## src/rtl/mem_arbiter.sv

```systemverilog
// mem_arbiter: shares a single-port unified RAM between the instruction
// fetch port and the data port. Data accesses normally win. Fetch is forced
// after STARVE_MAX consecutive data completions that happened while a fetch
// was pending. One RAM access is in flight at a time, and the RAM ends it by
// pulsing ramready.
//
// Ports:
//   CLK, nRST                 clock, asynchronous active-low reset
//   iREN, iaddr               instruction read request and address
//   iwait, iload              instruction stall and returned word
//   dREN, dWEN, daddr, dstore data read/write request, address, write data
//   dwait, dload              data stall and returned read data
//   ramREN, ramWEN            RAM strobes
//   ramaddr, ramstore         RAM address and write data
//   ramload, ramready         RAM read data and access-complete pulse
module mem_arbiter #(
  parameter int unsigned STARVE_MAX = 4
) (
  input  logic        CLK,
  input  logic        nRST,
  input  logic        iREN,
  input  logic [31:0] iaddr,
  output logic        iwait,
  output logic [31:0] iload,
  input  logic        dREN,
  input  logic        dWEN,
  input  logic [31:0] daddr,
  input  logic [31:0] dstore,
  output logic        dwait,
  output logic [31:0] dload,
  output logic        ramREN,
  output logic        ramWEN,
  output logic [31:0] ramaddr,
  output logic [31:0] ramstore,
  input  logic [31:0] ramload,
  input  logic        ramready
);

  localparam int unsigned CW = $clog2(STARVE_MAX + 1);

  typedef enum logic [1:0] {
    IDLE,
    IGRANT,
    DGRANT
  } state_t;

  state_t        r_state;
  logic [CW-1:0] r_starve_cnt;

  logic w_dreq;
  logic w_idone;
  logic w_ddone;
  logic w_force_fetch;

  assign w_dreq        = dREN | dWEN;
  // A completion needs the granted requester to still be asking. If the
  // requester has dropped, this is an abort and any ramready is ignored.
  assign w_idone       = (r_state == IGRANT) & iREN & ramready;
  assign w_ddone       = (r_state == DGRANT) & w_dreq & ramready;
  assign w_force_fetch = iREN & (r_starve_cnt == CW'(STARVE_MAX));

  always_ff @(posedge CLK or negedge nRST) begin
    if (!nRST) begin
      r_state      <= IDLE;
      r_starve_cnt <= '0;
    end else begin
      case (r_state)
        IDLE: begin
          if (!iREN) r_starve_cnt <= '0;
          if (w_dreq && !w_force_fetch) r_state <= DGRANT;
          else if (iREN)                r_state <= IGRANT;
        end
        IGRANT: begin
          if (!iREN) begin
            r_state <= IDLE;
          end else if (ramready) begin
            r_starve_cnt <= '0;
            r_state      <= IDLE;
          end
        end
        DGRANT: begin
          if (!w_dreq) begin
            r_state <= IDLE;
          end else if (ramready) begin
            r_state <= IDLE;
            if (!iREN)
              r_starve_cnt <= '0;
            else if (r_starve_cnt != CW'(STARVE_MAX))
              r_starve_cnt <= r_starve_cnt + CW'(1);
          end
        end
        default: r_state <= IDLE;
      endcase
    end
  end

  // Outputs are decoded from the registered state. They are not registered
  // themselves, because completion and strobe drop must be seen in the same
  // cycle as ramready or the request drop.
  always_comb begin
    ramREN   = 1'b0;
    ramWEN   = 1'b0;
    ramaddr  = '0;
    ramstore = '0;
    case (r_state)
      IGRANT: begin
        ramaddr = iaddr;
        ramREN  = iREN;
      end
      DGRANT: begin
        ramaddr = daddr;
        if (dWEN) begin
          ramWEN   = 1'b1;
          ramstore = dstore;
        end else begin
          ramREN = dREN;
        end
      end
      default: ;
    endcase
    iwait = iREN & ~w_idone;
    dwait = w_dreq & ~w_ddone;
    iload = w_idone ? ramload : '0;
    dload = (w_ddone & ~dWEN) ? ramload : '0;
  end

endmodule
```

## config.mk

```make
export PLATFORM = sky130hd
export DESIGN_NAME = mem_arbiter
export DESIGN_NICKNAME = d
export VERILOG_FILES = /design/src/rtl/mem_arbiter.sv
export SDC_FILE = /design/constraint.sdc
export NUM_CORES = 1
export LEC_CHECK = 0
export BUFFER_PORTS_ARGS = -buffer_cell sky130_fd_sc_hd__buf_2
export CORE_AREA = 2 2 104 106
export DETAILED_ROUTE_END_ITERATION = 6
export DIE_AREA = 0 0 106 108
export REMOVE_ABC_BUFFERS = 1
export SYNTH_ARGS = -nofsm -noshare
export SYNTH_HDL_FRONTEND = slang
export SYNTH_SLANG_ARGS = --single-unit
```

## constraint.sdc

```tcl
create_clock -name CLK -period 2.07 [get_ports CLK]
set_input_delay 0.1035 -clock CLK [delete_from_list [all_inputs] [get_ports CLK]]
set_output_delay 0.1035 -clock CLK [all_outputs]
set_load 0.005 [all_outputs]
```

# Word-level counts from Yosys, hierarchy flattened
# Index checks and enable logic that the tools add are counted.
# op_classes
n_reduce_logical	5
n_bitwise	12
add_sub_neg	1
n_mux	23
eq_ne	11
# ops
op	count
$mux W32	4
$pmux W32 S2	1
$mux W3	7
$mux W2	5
$ne A2 B2 Y1 const B	5
$pmux W3 S3	1
$and A1 B1 Y1	8
$reduce_and A7 Y1	1
$ne A3 B3 Y1 const B	2
$pmux W2 S3	1
$add A3 B1 Y3 const B	1
$eq A3 B3 Y1 const B	1
$mux W1	3
$ne A3 B2 Y1 const B	1
$not A1 Y1	3
$reduce_bool A3 Y1	1
$eq A2 B1 Y1 const B	1
$eq A2 B2 Y1 const B	1
$logic_not A2 Y1	1
$pmux W1 S2	1
$logic_and A1 B1 Y1	1
$logic_not A1 Y1	1
$or A1 B1 Y1	1
# totals
output_inout_bits	132
wordCells	54
input_bits	134
reg_bits	5

# Depth between registers and ports, before layout
# Gate-level depths: netlist of the first run.
# depth
depth_word	6
depth_mapped	7
ltp_nobuf	6

# Worst setup path after synthesis of the first run
# No wires, ideal clock.
# synth_timing
kind	register -> register
from	reg r_state[1]
to	reg r_starve_cnt[1]
path_stages_with_launch	8
path_slack_ns	0.453
t_required_ns	1.943
n_path_buf	1
setup_ns	0.127
period_less_slack_ns	1.617
t_arrival_ns	1.490
cell_sequence	dfrtp_1 > inv_1 > ha_1 > buf_6 > a21boi_4 > a2111oi_4 > a21boi_1 > o22ai_1
# synth_between
elab_chain_len	3
word_cells_on_any_way	12
classes_between	8 x eq/ne; 1 x mux; 3 x reduce/logical
# synth_rtl
element	line_no	source
start: declaration	47	state_t r_state;
start signal: assignment	64	r_state <= IDLE;
start signal: assignment	70	if (w_dreq && !w_force_fetch) r_state <= DGRANT;
start signal: assignment	71	else if (iREN) r_state <= IGRANT;
$eq A2 B2 Y1 (tied with other cells)	67	case (r_state)
$ne A3 B2 Y1 (no line) (tied with other cells)	-	
$reduce_and A7 Y1 (no line)	-	
end signal: assignment	89	r_starve_cnt <= r_starve_cnt + CW'(1);
end: declaration	48	logic [CW-1:0] r_starve_cnt;
# Several ways; a longest one is shown, not always the timed one.
# A chain may end at the register's enable or synchronous reset.

# Worst setup path in the final report of the first run
# layout_timing
from	reg r_state[0]
to	out ramaddr[25]
# layout_between
elab_chain_len	2
word_cells_on_any_way	3
classes_between	2 x eq/ne; 1 x mux
# layout_rtl
element	line_no	source
$eq A2 B2 Y1 or $eq A2 B1 Y1 (tied branches)	105	case (r_state)
$pmux W32 S2 *	105	
end: declaration	33	output logic [31:0] ramaddr,
# Mark *: on every way between the ends. The rest lies on a longest branch, timed or not.

==> results.yml, run 1 <==
timing:
  slew_violations: 0
  rsz0062_at_grt: "false"
  worst_slew_pin_slew_ns: 0.419
  fmax_ghz: 0.545
  fin_crit_sh_pct: 88.6
  fin_crit_ns: 1.83
  finalSetupViolCount: 0
  maxSlewHeadroom_pct: 72.1
  clock_skew_ns: 0.000655
  final_hold_viol_count: 0
global_routing:
  grt_max_degree: 42
  grt_first_pass_wirelength_um: 12600
  grt_antenna_before_repair: 0
  grt_pass1_vias: 2371
  track_usage_pct: 13.7
  gr-total-overflow: 0
die:
  die_y_um: 108
  num_io_pins: 266
  core_area_um2: 10200
  die_area_um2: 11400
  dieWidth_um: 106
  initial_core_util_pct: 15.9
  rows: 37
worst_hold_path:
  min_path_type: "in2async"
setup_path:
  crit_path_top_delay_cell: "dfrtp_1"
  rrSetupSlack_ns: 0.41
  critPathRequiredTime_ns: 1.97
  cp_cell_sequence: "inv_1 -> ha_2 -> buf_4 -> a22oi_1 -> nor2b_1 -> buf_2"
  start_kind: "flip-flop"
  endpoint_kind: "output port"
  worstReg2RegEnd: "r_starve_cnt[1]$_DFFE_PN0P_"
  ff2ff_path_depth: 6
  crit_type: "reg2out"
  path_max_fanout: 41
  critPathArrivalTime_ns: 1.73
  slowest_delay_ns: 0.40
  r2r-start: "r_state[1]$_DFFE_PN0P_"
yosys:
  synth_common_cells: "and2_1 (65), nor2b_1 (35), and3_1 (33)"
  synth_seq_cells: 5
  synth_top_cell_by_area: "and2_1"
  avgSynthCellArea_um2: 6.88
  synth_edf_count: 0
  synthesis.area_um2: 1630
  yosys.area.top_type_share_pct: 24.9
  yosysMostFrequentCell: "and2_1"
  ys_seq_area_share_pct: 7.67
  ys_types: 31
  syn-instance-count: 237
  synth_ff_type: "dfrtp_1"
  synth_area_leaders: "and2_1 (25%), a22oi_1 (15%), nor2b_1 (13%)"
  synth-async-reset-ratio_pct: 100
  ys.warnings.count: 0
pwr:
  peakVddDrop_mv: 0.450
  p_switching_mw: 0.913
  combPwrFrac_pct: 83.4
  p_int_mw: 1.11
  seqPwrFrac_pct: 7.5
  p_per_area_nw_per_um2: 648
  leakagePower_nw: 1.99
  power.share.switching_pct: 45.1
  total_power_mw: 2.03
  pwr-share-clk_pct: 9.1
final_layout:
  n_antenna_cell: 0
  area_delta_synth_final_pct: 91.9
  drive_gt1_share_pct: 57.5
  layout.nets: 630
  fin_util_pct: 30.6
route:
  wl_um: 8720
  route.detailed.drc: 0
  wl_per_cell_um: 14.0
  ant_nets: 0
  drt_iter0_markers: 175
  vias: 2629
  first_pass_iters: 4
  vias_per_cell: 4.21
clock_network:
  cts_made_buffers: 3
  cts_tree: "yes"
  clockBufferDepth: 2
  cts.reportedPaths.clkPinSlew_ns: 0.04
  cts-root-buf: "clkbuf_8"
  cts_sinks: 5
  clock_latency_ns: 0.22
  postCtsSetupRepairBufs: 0
  htree_levels: 1
placed_design:
  gp_congestion: 0.864
  portBuffers: 265
  dp_hpwl_um: 7590
job:
  max_cap_violations: 0
outcome:
  status: "finished clean"
## cell families (layout without fill, tap and decap cells)
family          after synthesis  in the layout  synth area share [%]
buf+inv                      31            283                  8.44
fa+ha+maj                     6              6                  4.60
mux                           1              1                 0.614
flops                         5              5                  7.67
compound gates               47             47                  23.3
simple gates                147            147                  55.3
## timing repair
action	4_1_cts	5_1_grt
gates resized for setup	0	1
endpoints found under the hold margin	5	0
hold buffers	1	0
endpoints found under the setup margin	0	2
## cell usage in the layout, fill, tap and decap left out, types with 2 or more instances in the layout
cell and count:
buf_2 265, and2_1 65, nor2b_1 35, and3_1 33, a22oi_1 32, buf_4 8, inv_1 5, dfrtp_1 5
nand2_1 4, ha_1 4, nor2_1 3, nand3_1 3, clkbuf_8 3, a22o_1 2, o211ai_1 2, ha_2 2
## routing by layer
layer	global-route usage, %	vias up	wire length [um]
met1	16.1	1173	3360
met4	2.26	0	82
met3	2.89	8	735
li1	-	1319	-
met2	26.0	129	4540
met5	0	-	0
## power groups by stage
| stage | logic (mW) | clock network [mW] | registers, mW |
|---|---|---|---|
| after global placement | 1.66 | 0 | 0.150 |
| after global routing | 1.88 | 0.196 | 0.155 |
| after floorplan | 0.956 | 0 | 0.146 |
| after CTS | 1.71 | 0.188 | 0.152 |
| final | 1.69 | 0.184 | 0.152 |
| after detailed placement | 1.70 | 0 | 0.152 |
## worst max-delay path by stage
stage / start / end / slack (ns)
2_1_floorplan: r_state[0]$_DFFE_PN0P_ / dload[0] / -0.73
3_3_place_gp: r_state[1]$_DFFE_PN0P_ / r_starve_cnt[1]$_DFFE_PN0P_ / 0.45
3_5_place_dp: r_state[0]$_DFFE_PN0P_ / ramaddr[26] / 0.37
4_1_cts: r_state[0]$_DFFE_PN0P_ / ramaddr[26] / 0.12
5_1_grt: r_state[0]$_DFFE_PN0P_ / dload[8] / 0.09
6_report: r_state[0]$_DFFE_PN0P_ / ramaddr[25] / 0.24
## stage by stage
step | instance area, um2 | setup WS, ns | hold slack, ns | cells | TNS, ns
final | 3130 | 0.236 | 0.234 | 625 | 0
after global routing | 3130 | 0.0864 | 0.248 | 625 | 0
after CTS | 3130 | 0.117 | 0.232 | 625 | 0
after detailed placement | 3070 | 0.374 | -0.0700 | 620 | 0
after global placement | 3070 | 0.453 | -0.0704 | 620 | 0
after floorplan | 1510 | -0.732 | -0.192 | 211 | -35.39
## final cells by class
class                   instances  area [um2]
clock buffers                   4        45.0
fillers                      1127        7100
inverters                       5        18.8
multi-input cells             201        1370
flip-flops and latches          5         125
well taps                     136         170
repair buffers                274        1400
## state kept, by name, indices dropped and copies added (netlist names)
| name | count |
|---|---|
| r_starve_cnt | 3 |
| r_state | 2 |
## worst max-delay path, delay by kind of cell (launching register included)
family / cells / cell delay, ns
buffers and inverters: 3 / 0.55
AOI/OAI and AO/OA: 1 / 0.16
adders and majority gates: 1 / 0.24
DFF: 1 / 0.40
and+or+nand+nor: 1 / 0.16
No activity file was read; power rests on OpenSTA's default activity.
==> inputs of run 2 (changes only) <==
==> constraint.sdc (replaced) <==
create_clock -name CLK -period 1.5 [get_ports CLK]
set_input_delay 0.075 -clock CLK [delete_from_list [all_inputs] [get_ports CLK]]
set_output_delay 0.075 -clock CLK [all_outputs]
set_load 0.005 [all_outputs]
==> run 2 against run 1 <==
Effect of this change:
- the run now ends with setup timing left
- non-clock buffer count rose by 16
- die area did not move
- first-iteration DRC count fell by 5.7%
- clock power rose by 32%
- sequential share of layout area fell by 0.65 points
- count of clock-buffer cells in the layout did not move
- global-route usage rose by 1.4 points
- clock skew barely moved
- design area rose by 21%
- utilization rose by 6.3 points
- critical path type unchanged
- critical endpoint is now dload[21]
- highest routed layer is now met5
==> results.yml, run 2 (synthesized netlist as in run 1, its figures left out) <==
setup_path:
  critPathRequiredTime_ns: 1.42
  ff2ff_path_depth: 6
  critPathArrivalTime_ns: 1.65
  critPathCapture: "dload[21]"
  r2r-start: "r_state[0]$_DFFE_PN0P_"
  worstReg2RegEnd: "r_starve_cnt[0]$_DFFE_PN0P_"
  cp-startpoint: "r_state[0]$_DFFE_PN0P_"
  rrSetupSlack_ns: -0.15
  crit_type: "reg2out"
  start_kind: "flip-flop"
  endpoint_kind: "output port"
  path_max_fanout: 32
pwr:
  peakVddDrop_mv: 0.524
  p_per_area_nw_per_um2: 909
  leakagePower_nw: 2.19
timing:
  worst_slack_ns: -0.223
  finalSetupViolCount: 136
  fin_crit_ns: 1.72
  slew_violations: 0
  final_hold_viol_count: 0
  fmax_ghz: 0.581
  rsz0062_at_grt: "true"
  fin_crit_sh_pct: 115
  tns_ns: -13.64
  worst_slew_pin_slew_ns: 0.416
  maxSlewHeadroom_pct: 72.1
  clock_skew_ns: 0.00115
final_layout:
  top_regs: "r_starve_cnt: 3 flops, r_state: 2 flops"
  final_cell_mix: "buf_2 (232), buf_6 (39), nor2b_1 (34), and2_1 (33)"
  top_register: "r_starve_cnt"
  drive_gt1_share_pct: 68.5
  n_antenna_cell: 0
  layout.nets: 646
  area_delta_synth_final_pct: 132
  final_common_cell: "buf_2"
  largest_register_ffs: 3
route:
  vias: 2805
  first_pass_iters: 4
  drt_iter0_markers: 165
  ant_nets: 0
  wl_per_cell_um: 15.5
  route.detailed.drc: 0
  wl_um: 9920
  vias_per_cell: 4.38
die:
  die_y_um: 108
  die_area_um2: 11400
  initial_core_util_pct: 15.9
  dieWidth_um: 106
  core_area_um2: 10200
  num_io_pins: 266
  rows: 37
outcome:
  violations: "setup timing"
  status: "finished, violations left"
clock_network:
  cts_made_buffers: 3
  clock_latency_ns: 0.22
  cts-root-buf: "clkbuf_8"
  htree_levels: 1
  clockBufferDepth: 2
  cts_tree: "yes"
  cts.reportedPaths.clkPinSlew_ns: 0.03
  cts_sinks: 5
global_routing:
  gr-total-overflow: 0
  grt_pass1_vias: 2591
  track_usage_pct: 15.2
  grt_max_degree: 41
  grt_antenna_before_repair: 1
  grt_first_pass_wirelength_um: 13900
job:
  max_cap_violations: 0
placed_design:
  pre_cts_slack_ns: -0.161
  portBuffers: 265
  dp_hpwl_um: 7690
  gp_congestion: 0.907
worst_hold_path:
  min_path_type: "in2async"
-- run 2: layer usage --
metal | track usage, % | wire, um | vias to the layer above
li1 | - | - | 1355
met1 | 17.7 | 3620 | 1295
met2 | 29.6 | 5440 | 142
met3 | 3.13 | 745 | 11
met4 | 1.13 | 102 | 2
met5 | 0 | 13 | -
-- run 2: cell type report --
type	instances	area [um2]
repair buffers	290	1870
multi-input cells	201	1540
inverters	5	18.8
flip-flops and latches	5	126
clock buffers	4	45.0
fillers	1061	6460
well taps	136	170
-- run 2: worst min path at each step --
stage	endpoint	slack, ns	depth (start not counted)
after CTS	r_starve_cnt[2]$_DFFE_PN0P_	0.23	2
after detailed placement	r_starve_cnt[2]$_DFFE_PN0P_	-0.1	1
final	r_starve_cnt[2]$_DFFE_PN0P_	0.22	2
after floorplan	r_starve_cnt[0]$_DFFE_PN0P_	-0.22	0
after global placement	r_starve_cnt[2]$_DFFE_PN0P_	-0.10	1
after global routing	r_starve_cnt[2]$_DFFE_PN0P_	0.26	2
-- run 2: repair_timing --
item                                    4_1_cts  5_1_grt
gates resized for setup                      57       47
buffers inserted                              7        3
gates cloned                                  3        2
endpoints found under the setup margin      136      137
endpoints found under the hold margin         5        0
pin swaps                                    22       22
hold buffers                                  1        0
-- run 2: per-stage QoR --
stage          utilization (%)  std cells  power (mW)  instance area [um2]  hold WS [ns]
2_1_floorplan                -        211        1.52                 1510        -0.221
6_report                  36.9        641        3.43                 3770         0.225
5_1_grt                   36.9        641        3.72                 3770         0.257
4_1_cts                   34.8        639        3.22                 3560         0.229
3_5_place_dp              30.7        624        2.68                 3140       -0.0997
3_3_place_gp              30.7        624        2.62                 3140        -0.102
-- run 2: critical path, cell delays in order (launching register included) --
cell and delay, ns:
dfrtp_2 0.43, inv_2 0.10, ha_4 0.17, nand3b_1 0.12, nor2_2 0.15, buf_12 0.17
and2_1 0.16, buf_2 0.12
-- run 2: report_power, final --
group | switching, mW | internal, mW | total [mW] | leakage [nW]
Sequential | 0.0358 | 0.175 | 0.211 | 0.0655
Combinational | 1.36 | 1.62 | 2.98 | 2.10
Clock | 0.0601 | 0.182 | 0.242 | 0.0228
Total | 1.46 | 1.97 | 3.43 | 2.19
==> inputs of run 3 (changes only) <==
--- a/config.mk
+++ b/config.mk
@@ -7,6 +7,7 @@
 export LEC_CHECK = 0
 export BUFFER_PORTS_ARGS = -buffer_cell sky130_fd_sc_hd__buf_2
 export CORE_AREA = 2 2 104 106
+export CTS_CLUSTER_SIZE = 40
 export DETAILED_ROUTE_END_ITERATION = 6
 export DIE_AREA = 0 0 106 108
 export REMOVE_ABC_BUFFERS = 1
==> constraint.sdc (replaced) <==
create_clock -name CLK -period 2.21 [get_ports CLK]
set_input_delay 0 -clock CLK [delete_from_list [all_inputs] [get_ports CLK]]
set_output_delay 0 -clock CLK [all_outputs]
set_load 0.005 [all_outputs]
==> run 3 against run 2 <==
Effect of this change:
- sequential power fell by 33%
- sequential share of layout area grew 0.67 points
- sequential cell count is the same
- via count down 5.2%
- global-route usage down 1.5 points
- combinational power down 47%
- the flow now finishes without violations
- non-clock buffer count is 18 lower
- utilization fell by 6.5 points
- die area is the same
- critical path depth fell by 1
- critical endpoint is now ramaddr[25]
- worst hold slack lost 0.089 ns
- critical path type unchanged
- clock skew fell by 0.00098 ns
==> results.yml, run 3 (synthesized netlist as in run 1, its figures left out) <==
outcome:
  status: "finished clean"
setup_path:
  slowest_delay_ns: 0.43
  critPathArrivalTime_ns: 2.01
  r2r-start: "r_state[0]$_DFFE_PN0P_"
  ff2ff_path_depth: 6
  cp.depth: 6
  critPathRequiredTime_ns: 2.21
  endpoint_kind: "output port"
  crit_path_top_delay_cell: "ha_2"
  path_max_fanout: 55
  worstReg2RegEnd: "r_starve_cnt[1]$_DFFE_PN0P_"
  crit_type: "reg2out"
  crit_family: "buffers and inverters"
  cp_cell_sequence: "inv_1 -> ha_2 -> buf_6 -> a22oi_1 -> nor2b_1 -> buf_2"
  path_buf_inv: 3
  start_kind: "flip-flop"
  rrSetupSlack_ns: 0.37
placed_design:
  gp_congestion: 0.860
  dp_hpwl_um: 7520
  portBuffers: 265
timing:
  fin_crit_ns: 2.01
  slew_violations: 0
  final_hold_viol_count: 0
  hold_slack_ns: 0.135
  clock_skew_ns: 0.000177
  worst_slew_pin_slew_ns: 0.463
  rsz0062_at_grt: "false"
  finalSetupViolCount: 0
  fmax_ghz: 0.498
  fin_crit_sh_pct: 90.9
  maxSlewHeadroom_pct: 69.1
job:
  max_cap_violations: 0
die:
  die_area_um2: 11400
  dieWidth_um: 106
  core_area_um2: 10200
  initial_core_util_pct: 15.9
  rows: 37
  num_io_pins: 266
  die_y_um: 108
clock_network:
  htree_levels: 1
  cts-root-buf: "clkbuf_8"
  clockBufferDepth: 2
  cts_tree: "yes"
  cts_made_buffers: 3
  cts_sinks: 5
  clock_latency_ns: 0.22
  cts.reportedPaths.clkPinSlew_ns: 0.03
global_routing:
  track_usage_pct: 13.7
  gr-total-overflow: 0
  grt_first_pass_wirelength_um: 12700
  grt_pass1_vias: 2415
  grt_max_degree: 56
  grt_antenna_before_repair: 0
final_layout:
  layout.nets: 628
  top_register: "r_starve_cnt"
  area_delta_synth_final_pct: 91.0
  fin_util_pct: 30.4
  n_antenna_cell: 0
  final_cell_mix: "buf_2 (265), and2_1 (65), nor2b_1 (35), and3_1 (33), a22oi_1 (32)"
  drive_gt1_share_pct: 57.1
  final_common_cell: "buf_2"
  largest_register_ffs: 3
  top_regs: "r_starve_cnt: 3 flops, r_state: 2 flops"
route:
  route.detailed.drc: 0
  first_pass_iters: 4
  wl_um: 8810
  vias_per_cell: 4.27
  wl_per_cell_um: 14.1
  vias: 2658
  drt_iter0_markers: 188
  ant_nets: 0
pwr:
  peakVddDrop_mv: 0.432
  leakagePower_nw: 1.98
  p_per_area_nw_per_um2: 606
worst_hold_path:
  min_path_type: "in2async"
[run 3: changes by cell type in the layout (fill, tap and decap cells not counted), moves of 3 or more]
cell    delta
buf_12     -4
ha_1       +3
buf_4      -3
buf_6     -38
and2_1    +32
buf_8      -3
buf_2     +33
and2_4    -32
[run 3: routing by layer]
metal / wire (um) / vias to the layer above / global-route usage (%)
li1: - / 1316 / -
met1: 3600 / 1195 / 16.9
met2: 4400 / 135 / 24.7
met3: 660 / 12 / 2.05
met4: 154 / 0 / 3.95
met5: 0 / - / 0
[run 3: worst reg2reg max path, stage by stage (launching register included)]
cell and delay, ns:
dfrtp_1 0.38, inv_1 0.08, ha_2 0.32, nor2b_1 0.22, a2111oi_4 0.35, a21boi_1 0.24, o22ai_1 0.11
[run 3: what timing repair did]
item	in CTS	in global routing
endpoints found under the hold margin	5	0
buffers inserted	0	0
setup endpoints to repair	0	15
gates resized for setup	0	1
hold buffers	1	0
[run 3: worst max path at each step]
stage,end,startpoint,slack [ns]
2_1_floorplan,dload[0],r_state[0]$_DFFE_PN0P_,-0.49
3_3_place_gp,ramaddr[10],r_state[0]$_DFFE_PN0P_,0.42
3_5_place_dp,ramaddr[25],r_state[0]$_DFFE_PN0P_,0.32
4_1_cts,ramaddr[25],r_state[0]$_DFFE_PN0P_,0.08
5_1_grt,dload[10],r_state[0]$_DFFE_PN0P_,0.04
6_report,ramaddr[25],r_state[0]$_DFFE_PN0P_,0.20
[run 3: cell type report]
class / count / area [um2]
timing repair buffer: 272 / 1390
multi-input combinational: 201 / 1370
clock buffer: 4 / 45.0
fill: 1138 / 7120
inverter: 5 / 18.8
tap: 136 / 170
sequential: 5 / 125
[run 3: per-stage QoR]
stage	total power, mW	instances	setup TNS (ns)	setup WS, ns	instance area (um2)
after floorplan	1.03	211	-18.32	-0.489	1510
after global placement	1.67	618	0	0.418	3060
after detailed placement	1.71	618	0	0.323	3060
after CTS	1.89	623	0	0.0755	3110
after global routing	2.06	623	0	0.0416	3110
final	1.89	623	0	0.202	3110
[run 3: where the power goes]
part | internal, mW | leakage [nW] | switching (mW)
Clock | 0.124 | 0.0228 | 0.0415
Sequential | 0.118 | 0.0670 | 0.0245
Combinational | 0.781 | 1.89 | 0.800
